<file path="config.mk">
export PLATFORM = sky130hd
export DESIGN_NAME = multicycle_controller_flat
export DESIGN_NICKNAME = d
export VERILOG_FILES = /design/src/rtl/multicycle_controller_pkg.sv /design/src/rtl/multicycle_controller_if.sv /design/src/rtl/multicycle_controller_alu_decoder.sv /design/src/rtl/multicycle_controller.sv /design/src/flat_wrapper.sv
export SDC_FILE = /design/constraint.sdc
export NUM_CORES = 1
export LEC_CHECK = 0
export BUFFER_PORTS_ARGS = -buffer_cell sky130_fd_sc_hd__buf_2
export CORE_UTILIZATION = 45
export CTS_CLUSTER_DIAMETER = 150
export DETAILED_ROUTE_END_ITERATION = 8
export GPL_ROUTABILITY_DRIVEN = 0
export PLACE_DENSITY = 0.74
export SYNTH_ARGS = -nofsm -noshare
export SYNTH_HDL_FRONTEND = slang
export SYNTH_HIERARCHICAL = 1
export SYNTH_SLANG_ARGS = --single-unit
</file>
<file path="constraint.sdc">
create_clock -name clk -period 5.3 [get_ports clk]
set_clock_uncertainty 0.15 [all_clocks]
set_input_delay 1.06 -clock clk [delete_from_list [all_inputs] [get_ports clk]]
set_output_delay 1.06 -clock clk [all_outputs]
set_load 0.03 [all_outputs]
</file>
<file path="src/rtl/multicycle_controller_pkg.sv">
// rv32i_pkg: shared types and constants for the multi-cycle RV32I controller.
//   - opcode constants for the supported instruction classes
//   - mux-select, ALU-control, FSM-state and trap-cause enums
//   - classify(): maps a raw opcode onto an instruction class
package rv32i_pkg;

  localparam logic [6:0] OPC_R      = 7'b0110011;
  localparam logic [6:0] OPC_I      = 7'b0010011;
  localparam logic [6:0] OPC_LOAD   = 7'b0000011;
  localparam logic [6:0] OPC_STORE  = 7'b0100011;
  localparam logic [6:0] OPC_BRANCH = 7'b1100011;

  typedef enum logic [3:0] {
    ALU_ADD  = 4'b0000,
    ALU_SLL  = 4'b0001,
    ALU_SLT  = 4'b0010,
    ALU_SLTU = 4'b0011,
    ALU_XOR  = 4'b0100,
    ALU_SRL  = 4'b0101,
    ALU_OR   = 4'b0110,
    ALU_AND  = 4'b0111,
    ALU_SUB  = 4'b1000,
    ALU_SRA  = 4'b1101
  } alu_ctrl_t;

  typedef enum logic [2:0] {IMM_I = 3'b000, IMM_S = 3'b001, IMM_B = 3'b010} imm_sel_t;
  typedef enum logic [1:0] {SRCA_PC = 2'b00, SRCA_OLDPC = 2'b01, SRCA_RS1 = 2'b10} alu_src_a_t;
  typedef enum logic [1:0] {SRCB_RS2 = 2'b00, SRCB_IMM = 2'b01, SRCB_FOUR = 2'b10} alu_src_b_t;
  typedef enum logic [1:0] {RES_ALUOUT = 2'b00, RES_MEM = 2'b01, RES_ALU = 2'b10} result_src_t;

  typedef enum logic [2:0] {
    S_FETCH, S_DECODE, S_EXECUTE, S_MEMORY, S_WRITEBACK, S_TRAP
  } state_t;

  typedef enum logic [1:0] {
    CAUSE_NONE = 2'b00, CAUSE_ILLEGAL = 2'b01, CAUSE_TIMEOUT = 2'b10
  } trap_cause_t;

  typedef enum logic [2:0] {
    CLS_R, CLS_I, CLS_LOAD, CLS_STORE, CLS_BRANCH, CLS_ILLEGAL
  } op_class_t;

  function automatic op_class_t classify(input logic [6:0] opc);
    case (opc)
      OPC_R:      return CLS_R;
      OPC_I:      return CLS_I;
      OPC_LOAD:   return CLS_LOAD;
      OPC_STORE:  return CLS_STORE;
      OPC_BRANCH: return CLS_BRANCH;
      default:    return CLS_ILLEGAL;
    endcase
  endfunction

endpackage

</file>
<file path="src/rtl/multicycle_controller_if.sv">
// Shared memory-port handshake between the controller and the memory.
//   mem_re / mem_we : read / write request (controller -> memory)
//   addr_src        : address mux select, 0 = PC, 1 = alu_out register
//   mem_ready       : memory completes the current request this cycle
interface multicycle_controller_if;
  logic mem_re;
  logic mem_we;
  logic addr_src;
  logic mem_ready;

  modport master (output mem_re, output mem_we, output addr_src, input mem_ready);
  modport slave  (input mem_re, input mem_we, input addr_src, output mem_ready);
endinterface

</file>
<file path="src/rtl/multicycle_controller_alu_decoder.sv">
// alu_decoder: combinational ALU-operation decode and funct legality.
//   op_class    : instruction class from the opcode
//   funct3/7    : instruction function fields
//   alu_control : {funct7[5],funct3}-style ALU operation
//   legal       : instruction is a supported encoding
module alu_decoder
  import rv32i_pkg::*;
#(
  parameter int BRANCH_FULL = 1
) (
  input  op_class_t   op_class,
  input  logic [2:0]  funct3,
  input  logic [6:0]  funct7,
  output logic [3:0]  alu_control,
  output logic        legal
);

  always_comb begin
    alu_control = ALU_ADD;
    legal       = 1'b1;
    case (op_class)
      CLS_R: begin
        alu_control = {funct7[5], funct3};
        if (funct7 == 7'b0100000) legal = (funct3 == 3'b000) || (funct3 == 3'b101);
        else                      legal = (funct7 == 7'b0000000);
      end
      // Only SRAI carries an alternate-op bit in the immediate
      CLS_I:      alu_control = {funct7[5] && (funct3 == 3'b101), funct3};
      CLS_LOAD,
      CLS_STORE:  alu_control = ALU_ADD;
      CLS_BRANCH: begin
        alu_control = ALU_SUB;
        legal = (BRANCH_FULL != 0) ? (funct3[2:1] != 2'b01) : (funct3[2:1] == 2'b00);
      end
      default:    legal = 1'b0;
    endcase
  end

endmodule

</file>
<file path="src/rtl/multicycle_controller.sv">
// multicycle_controller: FETCH/DECODE/EXECUTE/MEMORY/WRITEBACK sequencer
// for a multi-cycle RV32I datapath, with illegal-instruction and memory
// timeout traps.
//   clk, rst          : clock (rising edge), async active-low reset
//   mem               : memory handshake (mem_re, mem_we, addr_src, mem_ready)
//   opcode/funct3/7   : instruction register fields
//   alu_zero/lt/ltu   : ALU compare flags for rs1-rs2
//   ir_write, pc_write, regwrite, alu_src_a/b, result_src, alu_control,
//   imm_sel           : datapath controls
//   instr_done        : one-cycle retire pulse
//   trap, trap_cause  : sticky trap flag and its cause
module multicycle_controller
  import rv32i_pkg::*;
#(
  parameter int MEM_TIMEOUT = 16,
  parameter int BRANCH_FULL = 1,
  parameter int TIMER_W     = $clog2(MEM_TIMEOUT + 1)
) (
  input  logic       clk,
  input  logic       rst,
  multicycle_controller_if.master mem,
  input  logic [6:0] opcode,
  input  logic [2:0] funct3,
  input  logic [6:0] funct7,
  input  logic       alu_zero,
  input  logic       alu_lt,
  input  logic       alu_ltu,
  output logic       ir_write,
  output logic       pc_write,
  output logic       regwrite,
  output logic [1:0] alu_src_a,
  output logic [1:0] alu_src_b,
  output logic [1:0] result_src,
  output logic [3:0] alu_control,
  output logic [2:0] imm_sel,
  output logic       instr_done,
  output logic       trap,
  output logic [1:0] trap_cause
);

  localparam int CNT_W = (TIMER_W < 1) ? 1 : TIMER_W;
  localparam logic [CNT_W-1:0] TMO_VAL = CNT_W'(MEM_TIMEOUT);

  state_t            state_q, state_d;
  logic [CNT_W-1:0]  cnt_q, cnt_d;
  trap_cause_t       cause_q, cause_d;

  op_class_t   op_class;
  logic [3:0]  dec_alu;
  logic        dec_legal;
  logic        taken;
  logic        timeout_hit;
  logic        is_load;

  assign op_class = classify(opcode);
  assign is_load  = (op_class == CLS_LOAD);

  alu_decoder #(.BRANCH_FULL(BRANCH_FULL)) u_alu_decoder (
    .op_class    (op_class),
    .funct3      (funct3),
    .funct7      (funct7),
    .alu_control (dec_alu),
    .legal       (dec_legal)
  );

  always_comb begin
    case (funct3)
      3'b000:  taken = alu_zero;
      3'b001:  taken = !alu_zero;
      3'b100:  taken = alu_lt;
      3'b101:  taken = !alu_lt;
      3'b110:  taken = alu_ltu;
      3'b111:  taken = !alu_ltu;
      default: taken = 1'b0;
    endcase
  end

  // A ready in the limit cycle still completes normally
  assign timeout_hit = (MEM_TIMEOUT != 0) && (cnt_q == TMO_VAL) && !mem.mem_ready;

  always_comb begin
    state_d      = state_q;
    cnt_d        = '0;
    cause_d      = cause_q;
    mem.mem_re   = 1'b0;
    mem.mem_we   = 1'b0;
    mem.addr_src = 1'b0;
    ir_write     = 1'b0;
    pc_write     = 1'b0;
    regwrite     = 1'b0;
    alu_src_a    = SRCA_PC;
    alu_src_b    = SRCB_RS2;
    result_src   = RES_ALUOUT;
    alu_control  = ALU_ADD;
    imm_sel      = IMM_I;
    instr_done   = 1'b0;

    case (state_q)
      S_FETCH: begin
        mem.mem_re = 1'b1;
        alu_src_b  = SRCB_FOUR;
        if (mem.mem_ready) begin
          ir_write = 1'b1;
          pc_write = 1'b1;
          state_d  = S_DECODE;
        end else if (timeout_hit) begin
          state_d = S_TRAP;
          cause_d = CAUSE_TIMEOUT;
        end else begin
          cnt_d = cnt_q + 1'b1;
        end
      end
      S_DECODE: begin
        alu_src_a = SRCA_OLDPC;
        alu_src_b = SRCB_IMM;
        imm_sel   = IMM_B;
        if (!dec_legal) begin
          state_d = S_TRAP;
          cause_d = CAUSE_ILLEGAL;
        end else begin
          state_d = S_EXECUTE;
        end
      end
      S_EXECUTE: begin
        alu_control = dec_alu;
        alu_src_a   = SRCA_RS1;
        case (op_class)
          CLS_R:     state_d = S_WRITEBACK;
          CLS_I:     begin alu_src_b = SRCB_IMM; state_d = S_WRITEBACK; end
          CLS_LOAD:  begin alu_src_b = SRCB_IMM; state_d = S_MEMORY; end
          CLS_STORE: begin alu_src_b = SRCB_IMM; imm_sel = IMM_S; state_d = S_MEMORY; end
          CLS_BRANCH: begin
            pc_write   = taken;
            instr_done = 1'b1;
            state_d    = S_FETCH;
          end
          default: begin
            state_d = S_TRAP;
            cause_d = CAUSE_ILLEGAL;
          end
        endcase
      end
      S_MEMORY: begin
        mem.addr_src = 1'b1;
        mem.mem_re   = is_load;
        mem.mem_we   = !is_load;
        if (mem.mem_ready) begin
          if (is_load) begin
            state_d = S_WRITEBACK;
          end else begin
            instr_done = 1'b1;
            state_d    = S_FETCH;
          end
        end else if (timeout_hit) begin
          state_d = S_TRAP;
          cause_d = CAUSE_TIMEOUT;
        end else begin
          cnt_d = cnt_q + 1'b1;
        end
      end
      S_WRITEBACK: begin
        regwrite   = 1'b1;
        result_src = is_load ? RES_MEM : RES_ALUOUT;
        instr_done = 1'b1;
        state_d    = S_FETCH;
      end
      S_TRAP:  state_d = S_TRAP;
      default: state_d = S_FETCH;
    endcase

    trap       = (state_q == S_TRAP);
    trap_cause = cause_q;

    // Reset is asynchronous, so gate every output while it is held
    if (!rst) begin
      mem.mem_re   = 1'b0;
      mem.mem_we   = 1'b0;
      mem.addr_src = 1'b0;
      ir_write     = 1'b0;
      pc_write     = 1'b0;
      regwrite     = 1'b0;
      alu_src_a    = '0;
      alu_src_b    = '0;
      result_src   = '0;
      alu_control  = '0;
      imm_sel      = '0;
      instr_done   = 1'b0;
      trap         = 1'b0;
      trap_cause   = '0;
    end
  end

  always_ff @(posedge clk or negedge rst) begin
    if (!rst) begin
      state_q <= S_FETCH;
      cnt_q   <= '0;
      cause_q <= CAUSE_NONE;
    end else begin
      state_q <= state_d;
      cnt_q   <= cnt_d;
      cause_q <= cause_d;
    end
  end

endmodule

</file>
<file path="src/flat_wrapper.sv">
// flat-port wrapper written by rule: the top's interface ports become plain ports
module multicycle_controller_flat import rv32i_pkg::*;
#(
  parameter int MEM_TIMEOUT = 16,
  parameter int BRANCH_FULL = 1,
  parameter int TIMER_W     = $clog2(MEM_TIMEOUT + 1)
)
  (clk, rst, opcode, funct3, funct7, alu_zero, alu_lt, alu_ltu, ir_write, pc_write, regwrite, alu_src_a, alu_src_b, result_src, alu_control, imm_sel, instr_done, trap, trap_cause, mem_mem_re, mem_mem_we, mem_addr_src, mem_mem_ready);
  multicycle_controller_if mem_i ();
  input  logic clk;
  input  logic rst;
  input  logic [6:0] opcode;
  input  logic [2:0] funct3;
  input  logic [6:0] funct7;
  input  logic alu_zero;
  input  logic alu_lt;
  input  logic alu_ltu;
  output logic ir_write;
  output logic pc_write;
  output logic regwrite;
  output logic [1:0] alu_src_a;
  output logic [1:0] alu_src_b;
  output logic [1:0] result_src;
  output logic [3:0] alu_control;
  output logic [2:0] imm_sel;
  output logic instr_done;
  output logic trap;
  output logic [1:0] trap_cause;
  output wire logic [$bits(mem_i.mem_re)-1:0] mem_mem_re;
  output wire logic [$bits(mem_i.mem_we)-1:0] mem_mem_we;
  output wire logic [$bits(mem_i.addr_src)-1:0] mem_addr_src;
  input wire logic [$bits(mem_i.mem_ready)-1:0] mem_mem_ready;
  assign mem_mem_re = mem_i.mem_re;
  assign mem_mem_we = mem_i.mem_we;
  assign mem_addr_src = mem_i.addr_src;
  assign mem_i.mem_ready = mem_mem_ready;
  multicycle_controller #(.MEM_TIMEOUT(MEM_TIMEOUT), .BRANCH_FULL(BRANCH_FULL), .TIMER_W(TIMER_W)) u_core (.clk(clk), .rst(rst), .mem(mem_i), .opcode(opcode), .funct3(funct3), .funct7(funct7), .alu_zero(alu_zero), .alu_lt(alu_lt), .alu_ltu(alu_ltu), .ir_write(ir_write), .pc_write(pc_write), .regwrite(regwrite), .alu_src_a(alu_src_a), .alu_src_b(alu_src_b), .result_src(result_src), .alu_control(alu_control), .imm_sel(imm_sel), .instr_done(instr_done), .trap(trap), .trap_cause(trap_cause));
endmodule
</file>
==> reports/qor.yml <==
status:
  outcome: "complete, no violations"
synthesis:
  ys_ff_latch: 10
  synthAdderAreaFrac_pct: 2.40
  yosysWarnings: 6
  synth.distinct_cells: 47
  yosys.area.top_type: "dfrtp_1"
  synth-seq-area-share_pct: 24.0
  synth.area.mux_share_pct: 2.04
  synth_top_cell_area_share_pct: 24.0
  synth-async-reset-ratio_pct: 100
  synth_edf_count: 0
  synth_top_family_by_area: "simple AND/OR/NAND/NOR gates"
  yosys-top-cells-count: "15 x nor2_1, 12 x nand2_1, 10 x and2_1, 10 x dfrtp_1"
  netlist_instances: 134
  yosysMostFrequentCell: "nor2_1"
  synth_compound_area_share_pct: 17.8
  synthSimpleGateAreaFrac_pct: 38.9
  synthesis.area_per_instance_um2: 7.77
  synth_area_leaders: "dfrtp_1 24%, and2_1 6.0%, xor2_1 5.9%"
  synth_xor_area_share_pct: 6.73
  synth_area_um2: 1040
  synth_ff_type: "dfrtp_1"
clock_tree:
  cts-hold-fix-buffers: 0
  path_clk_slew_ps: 80
  cts_tree: "yes"
  cts_buffers: 3
  postCtsSetupBuffers: 0
  ctsLongestPathBuffers: 2
  clkSinkCount: 10
  ctsResizeCount: 0
  cts_root_buf: "clkbuf_4"
  clk_latency_ps: 270
  h-tree-depth: 1
global_route:
  first_global_vias: 971
  grt_overflow_total: 0
  track_usage_pct: 20.4
  grt_start_max_net_pins: 19
  grt_pass1_wl_um: 4000
  antenna_found_initial: 0
floorplan:
  fp.dieH_um: 50.1
  core_um2: 2190
  ioPinCount: 46
  die_w_um: 50.1
  rows: 17
  dieArea_um2: 2510
  start_util_pct: 47.5
timing:
  finalMaxSlewViolations: 0
  period_share_pct: 70.5
  setup_viol: 0
  rsz0062_at_grt: "no"
  setup_tns_ps: 0
  fmax_ghz: 0.268
  finalCriticalPeriod_ps: 3740
  hold_viol_final: 0
critical_path:
  crit_path_end_kind: "output pin"
  cpMostUsedCell: "buf_2"
  startpoint_type: "primary input"
  worst_r2r_path_depth: 6
  crit_start: "opcode[2]"
  critPathSlowestCell: "o31a_2"
  r2r_end: "u_core/state_q[0]"
  cpPeakStageDelay_ps: 330
  worstPathMaxFanout: 7
  rr_startpoint: "u_core/cnt_q[0]"
  cp_cell_sequence: "buf_2 -> nand4bb_4 -> nor2_1 -> inv_1 -> o31a_2 -> nor3_1 -> and2_1 -> buf_2"
  cp.buffers_inverters: 3
  critPathKind: "primary input to output pin"
  critPathTopFamily: "simple AND/OR/NAND/NOR gates"
  cp.required_ps: 4090
  reg2reg_slack_ps: 3640
  arrival_ps: 2530
place:
  hpwl_um: 1900
  port-buffer-count: 43
  dp.cells: 196
final_layout:
  fillers: 220
  antennaDiodeCount: 0
  multiInputGateArea_um2: 714
  drive_gt1_share_pct: 32.0
  area_growth_pct: 22.7
  layout.nets: 198
  final_util_pct: 58.3
  stdcell_count: 200
  regArea_um2: 250
pwr:
  power_frac_comb_pct: 42.5
  power_density_nw_per_um2: 245
  p_clk_share_pct: 22.3
  p_leak_nw: 0.631
  p_int_uw: 175
  seq_power_share_pct: 35.2
  switching_power_uw: 139
  ir_worst_vdd_uv: 151
  netSwitchingFraction_pct: 44.3
detailed_routing:
  viasPerCell: 5.31
  via_count: 1061
  wirelength_um: 2430
  drtAntennaViolNets: 0
  drc: 0
  route.detailed.wl_per_inst_um: 12.1
  drt_iter0_markers: 10
  drtPass1Iterations: 4
worst_hold_path:
  whs_path_depth: 1
  hold_end: "u_core/cnt_q[0]"
  min-delay-start: "u_core/cnt_q[0]"
  min-delay-path-class: "register to register"
run:
  max_cap_violations: 0
## power by group through the flow
| stage | sequential [mW] | combinational [mW] | clock [mW] |
|---|---|---|---|
| 2_1_floorplan | 0.0930 | 0.116 | 0 |
| 3_3_place_gp | 0.112 | 0.131 | 0 |
| 3_5_place_dp | 0.112 | 0.133 | 0 |
| 4_1_cts | 0.110 | 0.134 | 0.0712 |
| 5_1_grt | 0.114 | 0.145 | 0.0756 |
| 6_report | 0.110 | 0.133 | 0.0701 |
## stage by stage
stage          instance area [um2]  hold slack, ps  worst slack, ps  total power, mW
2_1_floorplan                 1040             303             1690            0.209
3_3_place_gp                  1240             326             1600            0.243
3_5_place_dp                  1240             335             1560            0.245
4_1_cts                       1280             344             1540            0.315
5_1_grt                       1280             362             1390            0.335
6_report                      1280             344             1560            0.314
## metal layers
metal,GRT usage [%],up-vias,part of all wire (%)
met1,23.3,482,44
met2,37.6,38,51
li1,-,539,-
met5,0,-,0
met3,1.85,2,4.0
met4,9.05,0,0.87
## how the worst max path moves through the flow
stage,to,cells past startpoint,slack (ps)
finish,alu_control[3],8,1560
global route,alu_control[3],8,1390
CTS,alu_control[3],8,1540
detailed placement,alu_control[3],8,1560
global placement,alu_control[3],8,1600
floorplan,result_src[0],4,1690
## final cells by class
| type | count | share of cell area [%] |
|---|---|---|
| Clock buffer | 4 | 2.84 |
| Inverter | 7 | 2.06 |
| Multi-Input combinational cell | 108 | 55.9 |
| Sequential cell | 10 | 19.6 |
| Tap cell | 28 | 2.74 |
| Timing Repair Buffer | 43 | 16.8 |
## cells in the final DEF, fill, tap and decap left out, types with 2 or more instances in the layout
master    Yosys  layout
a21oi_1       3       3
a31oi_1       3       3
and2_1       10      10
and3_1        4       4
and3b_1       2       2
buf_2         2      43
clkbuf_4      0       3
conb_1        1       2
dfrtp_1      10      10
ha_1          2       2
inv_1         7       7
nand2_1      12      12
nand2b_1      2       2
nand3_1       4       4
nor2_1       15      15
nor2b_1       5       5
nor3_1        5       5
o21ai_0       6       6
xor2_1        7       7
## cells by family after synthesis
logic type | Yosys count
fa+ha+maj | 2
mux | 2
buf+inv | 17
xor+xnor | 8
flops | 10
simple gates | 68
other cells | 1
compound gates | 26
## registers in the layout, summed over array words and instances, names as in the netlist
signal          cells
u_core/cnt_q        5
u_core/state_q      3
u_core/cause_q      2
Power figures use the tool's default switching activity.
